$ cat src/rtl/systolic_pkg.sv
// rtl/systolic_pkg.sv - shared systolic types: collector FSM states, sum width and row-tag width helpers
package systolic_pkg;

    typedef enum logic [0:0] {
        S_IDLE    = 1'b0,
        S_COLLECT = 1'b1
    } state_e;

    function automatic int sum_width(input int data_width);
        return data_width * data_width;
    endfunction

    // A one-row array still needs a 1-bit tag so the port never collapses to zero width.
    function automatic int tag_width(input int array_size);
        return (array_size > 1) ? $clog2(array_size) : 1;
    endfunction

endpackage

$ cat src/rtl/systolic_result_collector_skew_delay.sv
// rtl/systolic_result_collector_skew_delay.sv - skew_delay: resettable shift register, DEPTH=0 is a plain wire
module skew_delay #(
    parameter int WIDTH = 16,
    parameter int DEPTH = 1
) (
    input  logic             clk,
    input  logic             reset,
    input  logic [WIDTH-1:0] din,
    output logic [WIDTH-1:0] dout
);

    if (DEPTH == 0) begin : g_wire
        logic unused_clk_reset;
        assign unused_clk_reset = clk ^ reset;
        assign dout = din;
    end else begin : g_shift
        logic [WIDTH-1:0] stage_q [DEPTH];
        logic [WIDTH-1:0] stage_d [DEPTH];

        always_comb begin
            stage_d[0] = din;
            for (int i = 1; i < DEPTH; i++) begin
                stage_d[i] = stage_q[i-1];
            end
        end

        always_ff @(posedge clk) begin
            if (reset) begin
                for (int i = 0; i < DEPTH; i++) begin
                    stage_q[i] <= '0;
                end
            end else begin
                stage_q <= stage_d;
            end
        end

        assign dout = stage_q[DEPTH-1];
    end

endmodule

$ cat src/rtl/systolic_result_collector.sv
// rtl/systolic_result_collector.sv - de-skews array bottom-edge sums into rows and buffers them in a FWFT FIFO (SYSTOLIC_ROW_TAG_EN adds out_row_idx)
module systolic_result_collector
    import systolic_pkg::*;
#(
    parameter int  ARRAY_SIZE = 4,
    parameter int  DATA_WIDTH = 4,
    parameter int  FIFO_DEPTH = 8,
    localparam int SUM_WIDTH  = sum_width(DATA_WIDTH),
    localparam int ROW_WIDTH  = ARRAY_SIZE * SUM_WIDTH,
    localparam int TAG_WIDTH  = tag_width(ARRAY_SIZE)
) (
    input  logic                 clk,
    input  logic                 reset,
    input  logic                 start,
    input  logic [ROW_WIDTH-1:0] array_out,
    output logic [ROW_WIDTH-1:0] out_row,
    output logic                 out_valid,
    input  logic                 out_ready,
    output logic                 out_last,
`ifdef SYSTOLIC_ROW_TAG_EN
    output logic [TAG_WIDTH-1:0] out_row_idx,
`endif
    output logic                 busy,
    output logic                 overflow
);

    localparam int CNT_W    = $clog2(2 * ARRAY_SIZE - 1);
    localparam int PTR_W    = $clog2(FIFO_DEPTH);
    localparam int CNT_FW   = PTR_W + 1;
    localparam int WR_FIRST = ARRAY_SIZE - 2;
    localparam int WR_LAST  = 2 * ARRAY_SIZE - 3;

    localparam logic [CNT_W-1:0]  CNT_END   = CNT_W'(2 * ARRAY_SIZE - 2);
    localparam logic [CNT_FW-1:0] FIFO_FULL = CNT_FW'(FIFO_DEPTH);

    // ---------------- de-skew ----------------
    logic [ROW_WIDTH-1:0] aligned_row;

    for (genvar c = 0; c < ARRAY_SIZE; c++) begin : g_col
        skew_delay #(
            .WIDTH (SUM_WIDTH),
            .DEPTH (ARRAY_SIZE - 1 - c)
        ) u_skew (
            .clk   (clk),
            .reset (reset),
            .din   (array_out[c*SUM_WIDTH +: SUM_WIDTH]),
            .dout  (aligned_row[c*SUM_WIDTH +: SUM_WIDTH])
        );
    end

    // ---------------- control FSM ----------------
    state_e           state_q, state_d;
    logic [CNT_W-1:0] cnt_q, cnt_d;
    logic             wr_en;
    logic             wr_last;
`ifdef SYSTOLIC_ROW_TAG_EN
    logic [TAG_WIDTH-1:0] wr_tag;
`endif

    always_ff @(posedge clk) begin
        if (reset) begin
            state_q <= S_IDLE;
            cnt_q   <= '0;
        end else begin
            state_q <= state_d;
            cnt_q   <= cnt_d;
        end
    end

    // A start arriving in the final COLLECT cycle re-enters COLLECT directly.
    always_comb begin
        state_d = state_q;
        cnt_d   = '0;
        case (state_q)
            S_IDLE: begin
                if (start) state_d = S_COLLECT;
            end
            S_COLLECT: begin
                if (cnt_q == CNT_END) begin
                    state_d = start ? S_COLLECT : S_IDLE;
                end else begin
                    cnt_d = cnt_q + CNT_W'(1);
                end
            end
            default: state_d = S_IDLE;
        endcase
    end

    // cnt_q counts from the cycle after start, so row k is aligned while cnt_q == k+N-2.
    always_comb begin
        busy    = (state_q == S_COLLECT);
        wr_en   = busy && (cnt_q >= CNT_W'(WR_FIRST)) && (cnt_q <= CNT_W'(WR_LAST));
        wr_last = busy && (cnt_q == CNT_W'(WR_LAST));
`ifdef SYSTOLIC_ROW_TAG_EN
        wr_tag  = TAG_WIDTH'(cnt_q - CNT_W'(WR_FIRST));
`endif
    end

    // ---------------- result FIFO ----------------
    logic [ROW_WIDTH-1:0]  mem_row_q [FIFO_DEPTH];
    logic [FIFO_DEPTH-1:0] mem_last_q;
    logic [PTR_W-1:0]      wr_ptr_q, wr_ptr_d;
    logic [PTR_W-1:0]      rd_ptr_q, rd_ptr_d;
    logic [CNT_FW-1:0]     count_q, count_d;
    logic                  overflow_q, overflow_d;
    logic [ROW_WIDTH-1:0]  head_row_q, head_row_d;
    logic                  head_last_q, head_last_d;
    logic                  push, pop;
`ifdef SYSTOLIC_ROW_TAG_EN
    logic [TAG_WIDTH-1:0]  mem_tag_q [FIFO_DEPTH];
    logic [TAG_WIDTH-1:0]  head_tag_q, head_tag_d;
`endif

    always_comb begin
        pop        = (count_q != '0) && out_ready;
        push       = wr_en && ((count_q != FIFO_FULL) || pop);
        overflow_d = overflow_q | (wr_en & ~push);
        wr_ptr_d   = wr_ptr_q + PTR_W'(push);
        rd_ptr_d   = rd_ptr_q + PTR_W'(pop);
        count_d    = count_q + CNT_FW'(push) - CNT_FW'(pop);

        // The head register presents the next FIFO front; it holds while empty.
        head_row_d  = head_row_q;
        head_last_d = head_last_q;
`ifdef SYSTOLIC_ROW_TAG_EN
        head_tag_d  = head_tag_q;
`endif
        if (push && count_d == CNT_FW'(1)) begin
            head_row_d  = aligned_row;
            head_last_d = wr_last;
`ifdef SYSTOLIC_ROW_TAG_EN
            head_tag_d  = wr_tag;
`endif
        end else if (count_d != '0) begin
            head_row_d  = mem_row_q[rd_ptr_d];
            head_last_d = mem_last_q[rd_ptr_d];
`ifdef SYSTOLIC_ROW_TAG_EN
            head_tag_d  = mem_tag_q[rd_ptr_d];
`endif
        end
    end

    always_ff @(posedge clk) begin
        if (reset) begin
            wr_ptr_q    <= '0;
            rd_ptr_q    <= '0;
            count_q     <= '0;
            overflow_q  <= 1'b0;
            head_row_q  <= '0;
            head_last_q <= 1'b0;
`ifdef SYSTOLIC_ROW_TAG_EN
            head_tag_q  <= '0;
`endif
        end else begin
            wr_ptr_q    <= wr_ptr_d;
            rd_ptr_q    <= rd_ptr_d;
            count_q     <= count_d;
            overflow_q  <= overflow_d;
            head_row_q  <= head_row_d;
            head_last_q <= head_last_d;
`ifdef SYSTOLIC_ROW_TAG_EN
            head_tag_q  <= head_tag_d;
`endif
        end
    end

    always_ff @(posedge clk) begin
        if (push) begin
            mem_row_q[wr_ptr_q]  <= aligned_row;
            mem_last_q[wr_ptr_q] <= wr_last;
`ifdef SYSTOLIC_ROW_TAG_EN
            mem_tag_q[wr_ptr_q]  <= wr_tag;
`endif
        end
    end

    assign out_valid   = (count_q != '0);
    assign out_row     = head_row_q;
    assign out_last    = head_last_q & out_valid;
    assign overflow    = overflow_q;
`ifdef SYSTOLIC_ROW_TAG_EN
    assign out_row_idx = head_tag_q;
`endif

endmodule
$ cat config.mk
export PLATFORM = sky130hd
export DESIGN_NAME = systolic_result_collector
export DESIGN_NICKNAME = d
export VERILOG_FILES = /design/src/rtl/systolic_pkg.sv /design/src/rtl/systolic_result_collector_skew_delay.sv /design/src/rtl/systolic_result_collector.sv
export SDC_FILE = /design/constraint.sdc
export NUM_CORES = 1
export LEC_CHECK = 0
export BUFFER_PORTS_ARGS = -buffer_cell sky130_fd_sc_hd__buf_2
export CAP_MARGIN = 10
export CORE_MARGIN = 2
export CORE_UTILIZATION = 60
export DETAILED_ROUTE_END_ITERATION = 7
export MAX_ROUTING_LAYER = met4
export PLACE_DENSITY_LB_ADDON = 0.1
export RECOVER_POWER = 50
export SLEW_MARGIN = 20
export SYNTH_ARGS = -nofsm -noshare
export SYNTH_HDL_FRONTEND = slang
export SYNTH_SLANG_ARGS = --single-unit
$ cat constraint.sdc
create_clock -name clk -period 9.05 [get_ports clk]
set_clock_uncertainty 0.1 [all_clocks]
set_input_delay 0.905 -clock clk [delete_from_list [all_inputs] [get_ports clk]]
set_output_delay 0.905 -clock clk [all_outputs]
set_load 0.02 [all_outputs]
==> results.py <==
metrics = {
    "die": {
        "top_level_pins": 136,
        "core_region_area_sq_um": 42100,
        "initial_utilization_pct": 60.9,
        "floorplan.die.height_microns": 211,
        "placement_row_count": 75,
        "design.die.area_sq_um": 44500,
        "floorplan.die.width_microns": 211,
    },
    "worst_setup_path": {
        "endpoint_kind": "flip-flop",
        "timing.critical_path.arrival_ns": 5.71,
        "critical_path_class": "reg -> reg",
        "critical_path.max_fanout": 60,
        "cp_cell_sequence": "inv_1 -> ha_1 -> or3_1 -> o311ai_1 -> nand2_1 -> o21ai_0 -> ha_1 -> inv_1 -> fa_1 -> nor2b_1 -> nand3_4 -> nor3_2 -> buf_4 -> a32o_1",
        "reg2regPathDepth": 14,
        "worstSetupStartpointType": "flip-flop",
        "cp_data_required_time_ns": 9.47,
        "timing.critical_path.slowest_cell_delay_ns": 0.86,
        "critPathSlowestCell": "buf_4",
    },
    "cts": {
        "clk_latency_ns": 0.58,
        "number_of_buffers_created_by_cts": 68,
        "h-tree-depth": 3,
        "cts_hold_buf": 0,
        "cts_repair_resize_count": 0,
        "cts_max_path_buffers": 3,
        "post-cts-setup-buffers": 0,
        "tritoncts": "done",
        "clock_pin_slew_reported_for_the_worst_setup_and_hold_paths_after_clock_tree_synthesis_ns": 0.06,
        "cts_sinks": 696,
        "cts_root_buf": "clkbuf_16",
    },
    "layout": {
        "layout-drive-gt1-share_pct": 23.7,
        "final_area_sq_um": 29100,
        "area.growth.synth_to_final_pct": 13.2,
        "finalCoreUtilization_pct": 69.0,
        "final.fill_count": 2711,
        "finish.net_count": 1575,
        "diodes": 0,
    },
    "flow_run": {
        "drv_cap": 2,
    },
    "pwr": {
        "power.share.combinational_pct": 27.2,
        "clkPwrFrac_pct": 31.3,
        "leakage_uw": 0.00945,
        "switching_share_pct": 29.1,
        "worst_ir_drop_vdd_mv": 0.217,
        "p_per_area_nw_per_um2": 305,
        "p_sw_uw": 2570,
        "share_seq_of_total_power_pct": 41.5,
        "cellInternalPower_uw": 6280,
        "design_power_uw": 8850,
    },
    "sta": {
        "fin_worst_hold_slack_ns": 0.329,
        "grt_setup_unrepaired": "no",
        "setup_tns_ns": 0,
        "slew_violations": 115,
        "share_of_the_cycle_needed_by_the_critical_path_after_routing_pct": 58.5,
        "finalWorstPathRequiredPeriod_ns": 5.30,
        "timing_hold_violations_final": 0,
        "report.final.setup_viol": 0,
        "worstMarginPinSlew_ns": 3.47,
        "fmax_ghz": 0.189,
        "slew_headroom_pct": -131,
    },
    "drt": {
        "antenna_left": 0,
        "routed_wirelength_mm": 51.6,
        "route.detailed.wl_per_inst_microns": 24.7,
        "drcViolationCount": 0,
        "route.met3.wl_mm": 3.16,
        "wl_met2_mm": 25.4,
        "vias": 12900,
        "routed_via_density": 6.19,
        "highest-signal-layer": "met4",
        "iteration_0_drc_count_of_the_detailed_router": 1208,
        "m1WireLength_mm": 21.9,
        "detail_route.first_pass.iterations": 5,
    },
    "placed_design": {
        "post_dp_cell_area_sq_um": 26900,
        "port_buffers": 135,
        "post-dp-hpwl_mm": 25.8,
        "final_weighted_congestion_in_routability_driven_placement": 0.770,
    },
    "status": {
        "outcome": "complete, but fails checks",
        "failed_checks": "capacitance limit, slew limit",
    },
    "yosys": {
        "syn-cell-area_sq_um": 25700,
        "share_of_the_synthesized_area_in_the_top_cell_type_pct": 60.8,
        "synth_top_family_by_area": "multiplexers",
        "yosys.area_share.xor_xnor_pct": 0.102,
        "synth_cells": 1354,
        "synth.mux.area_fraction_pct": 13.9,
        "yosysWarningCount": 0,
        "synth.largest_area_cell": "edfxtp_1",
        "synthFlopType": "edfxtp_1",
        "post_synth_and_or_nand_nor_area_fraction_pct": 4.89,
        "ys_top_cells_by_area": "edfxtp_1 61%, dfxtp_1 14%, mux4_2 11%, a32o_1 2.5%, mux2i_1 2.5%",
        "async_flop_share_pct": 0,
        "postSynthAreaPerCell_sq_um": 19.0,
        "synth.most_common_cell": "edfxtp_1",
        "number_of_nets_produced_by_synthesis": 1435,
        "compound_cell_area_share_of_the_yosys_netlist_pct": 4.06,
        "yosys.area_share.adder_pct": 0.663,
        "synth-seq-area-share_pct": 74.6,
        "number_of_synthesized_flops_with_an_enable_pin": 520,
        "synth_common_cells": "520 x edfxtp_1, 176 x dfxtp_1, 130 x mux4_2",
        "synth-seq-cells": 696,
        "synth_cell_type_count": 35,
    },
    "grt": {
        "first_pass_grt_wire_length_mm": 79.2,
        "grt_antenna_before_repair": 0,
        "grt_use_total_pct": 24.8,
        "grt_pass1_vias": 13400,
        "overflow": 0,
        "maximum_number_of_pins_on_one_net_before_global_route_repair": 83,
    },
    "hold_path": {
        "hold_path_depth": 1,
        "type_of_the_worst_min_delay_path": "reg -> reg",
    },
}
layout make-up:
type                       instances  area, sq um  area share, %
sequential                       696        19100           65.9
clock buffer                      87         1820           6.28
inverter                          10         37.5          0.129
tap                              539          674           2.32
timing repair buffer             160          812           2.80
multi-input combinational        558         6200           21.3
clock inverter                    37          370           1.27
metrics by stage:
| stage | std cells | setup slack (ns) |
|---|---|---|
| 2_1_floorplan | 1354 | 0.802 |
| 3_3_place_gp | 1963 | 3.65 |
| 3_5_place_dp | 1963 | 3.50 |
| 4_1_cts | 2087 | 3.78 |
| 5_1_grt | 2087 | 3.37 |
| 6_report | 2087 | 3.75 |
critical path: cells and delay by family, from the launching register on:
family | cells | cell delay [ns]
DFF | 1 | 0.40
and+or+nand+nor | 5 | 2.27
AOI/OAI and AO/OA | 3 | 0.47
buffers and inverters | 3 | 0.99
adders and majority gates | 3 | 0.95
power by group through the flow:
stage	clock [uW]	combinational [uW]	sequential, uW
floorplan	0	1750	3830
finish	2760	2410	3670
global route	2930	2620	3690
detailed placement	0	2450	3740
global placement	0	2400	3730
CTS	2820	2460	3670
path summary, 6_finish.rpt:
check / from / end / slack, ns
worst min-delay path: g_col[1].u_skew.g_shift.stage_d[15]$_SDFF_PP0_ / g_col[1].u_skew.dout[15]$_SDFF_PP0_ / 0.33
worst max-delay path: cnt_q[0]$_SDFF_PP0_ / out_row[1]$_SDFFE_PP0P_ / 3.75
worst max register to register: cnt_q[0]$_SDFF_PP0_ / out_row[1]$_SDFFE_PP0P_ / 3.75
worst min register to register: g_col[1].u_skew.g_shift.stage_d[15]$_SDFF_PP0_ / g_col[1].u_skew.dout[15]$_SDFF_PP0_ / 0.33
layout by cell type, fill, tap and decap left out, types with 5 or more instances in the layout:
cell / synthesis / routed
a32o_1: 65 / 65
buf_2: 34 / 97
buf_4: 1 / 24
bufinv_16: 0 / 6
clkbuf_1: 47 / 53
clkbuf_16: 0 / 68
clkbuf_8: 0 / 5
clkinv_1: 0 / 9
clkinv_2: 0 / 11
dfxtp_1: 176 / 176
edfxtp_1: 520 / 520
ha_1: 12 / 10
inv_1: 10 / 10
inv_6: 0 / 6
mux2i_1: 65 / 65
mux4_2: 130 / 130
nand2_1: 5 / 5
nor2_1: 12 / 9
nor2b_1: 103 / 103
nor3_2: 0 / 5
o21ai_0: 66 / 66
or3_1: 67 / 67
state kept, by name, indices dropped and copies added (netlist names):
register                      count
g_col.u_skew.g_shift.stage_d     48
mem_row_q                       512
count_q                           4
rd_ptr_q                          3
wr_ptr_q                          3
head_last_q                       1
g_col.u_skew.dout                48
mem_last_q                        8
busy                              1
overflow                          1
out_row                          64
cnt_q                             3
per-layer routing:
metal | up-vias | track usage, %
li1 | 5693 | -
met1 | 6716 | 33.7
met2 | 420 | 39.4
met3 | 85 | 4.24
met4 | 0 | 6.85
met5 | - | -
logic make-up after synthesis:
logic type	after synthesis
buffers and inverters	100
xor gates and xnor gates	3
DFF	696
muxes	195
adders and majority gates	13
and+or+nand+nor	207
AOI/OAI and AO/OA	140
Note: power is estimated with default switching activity, not from simulation.
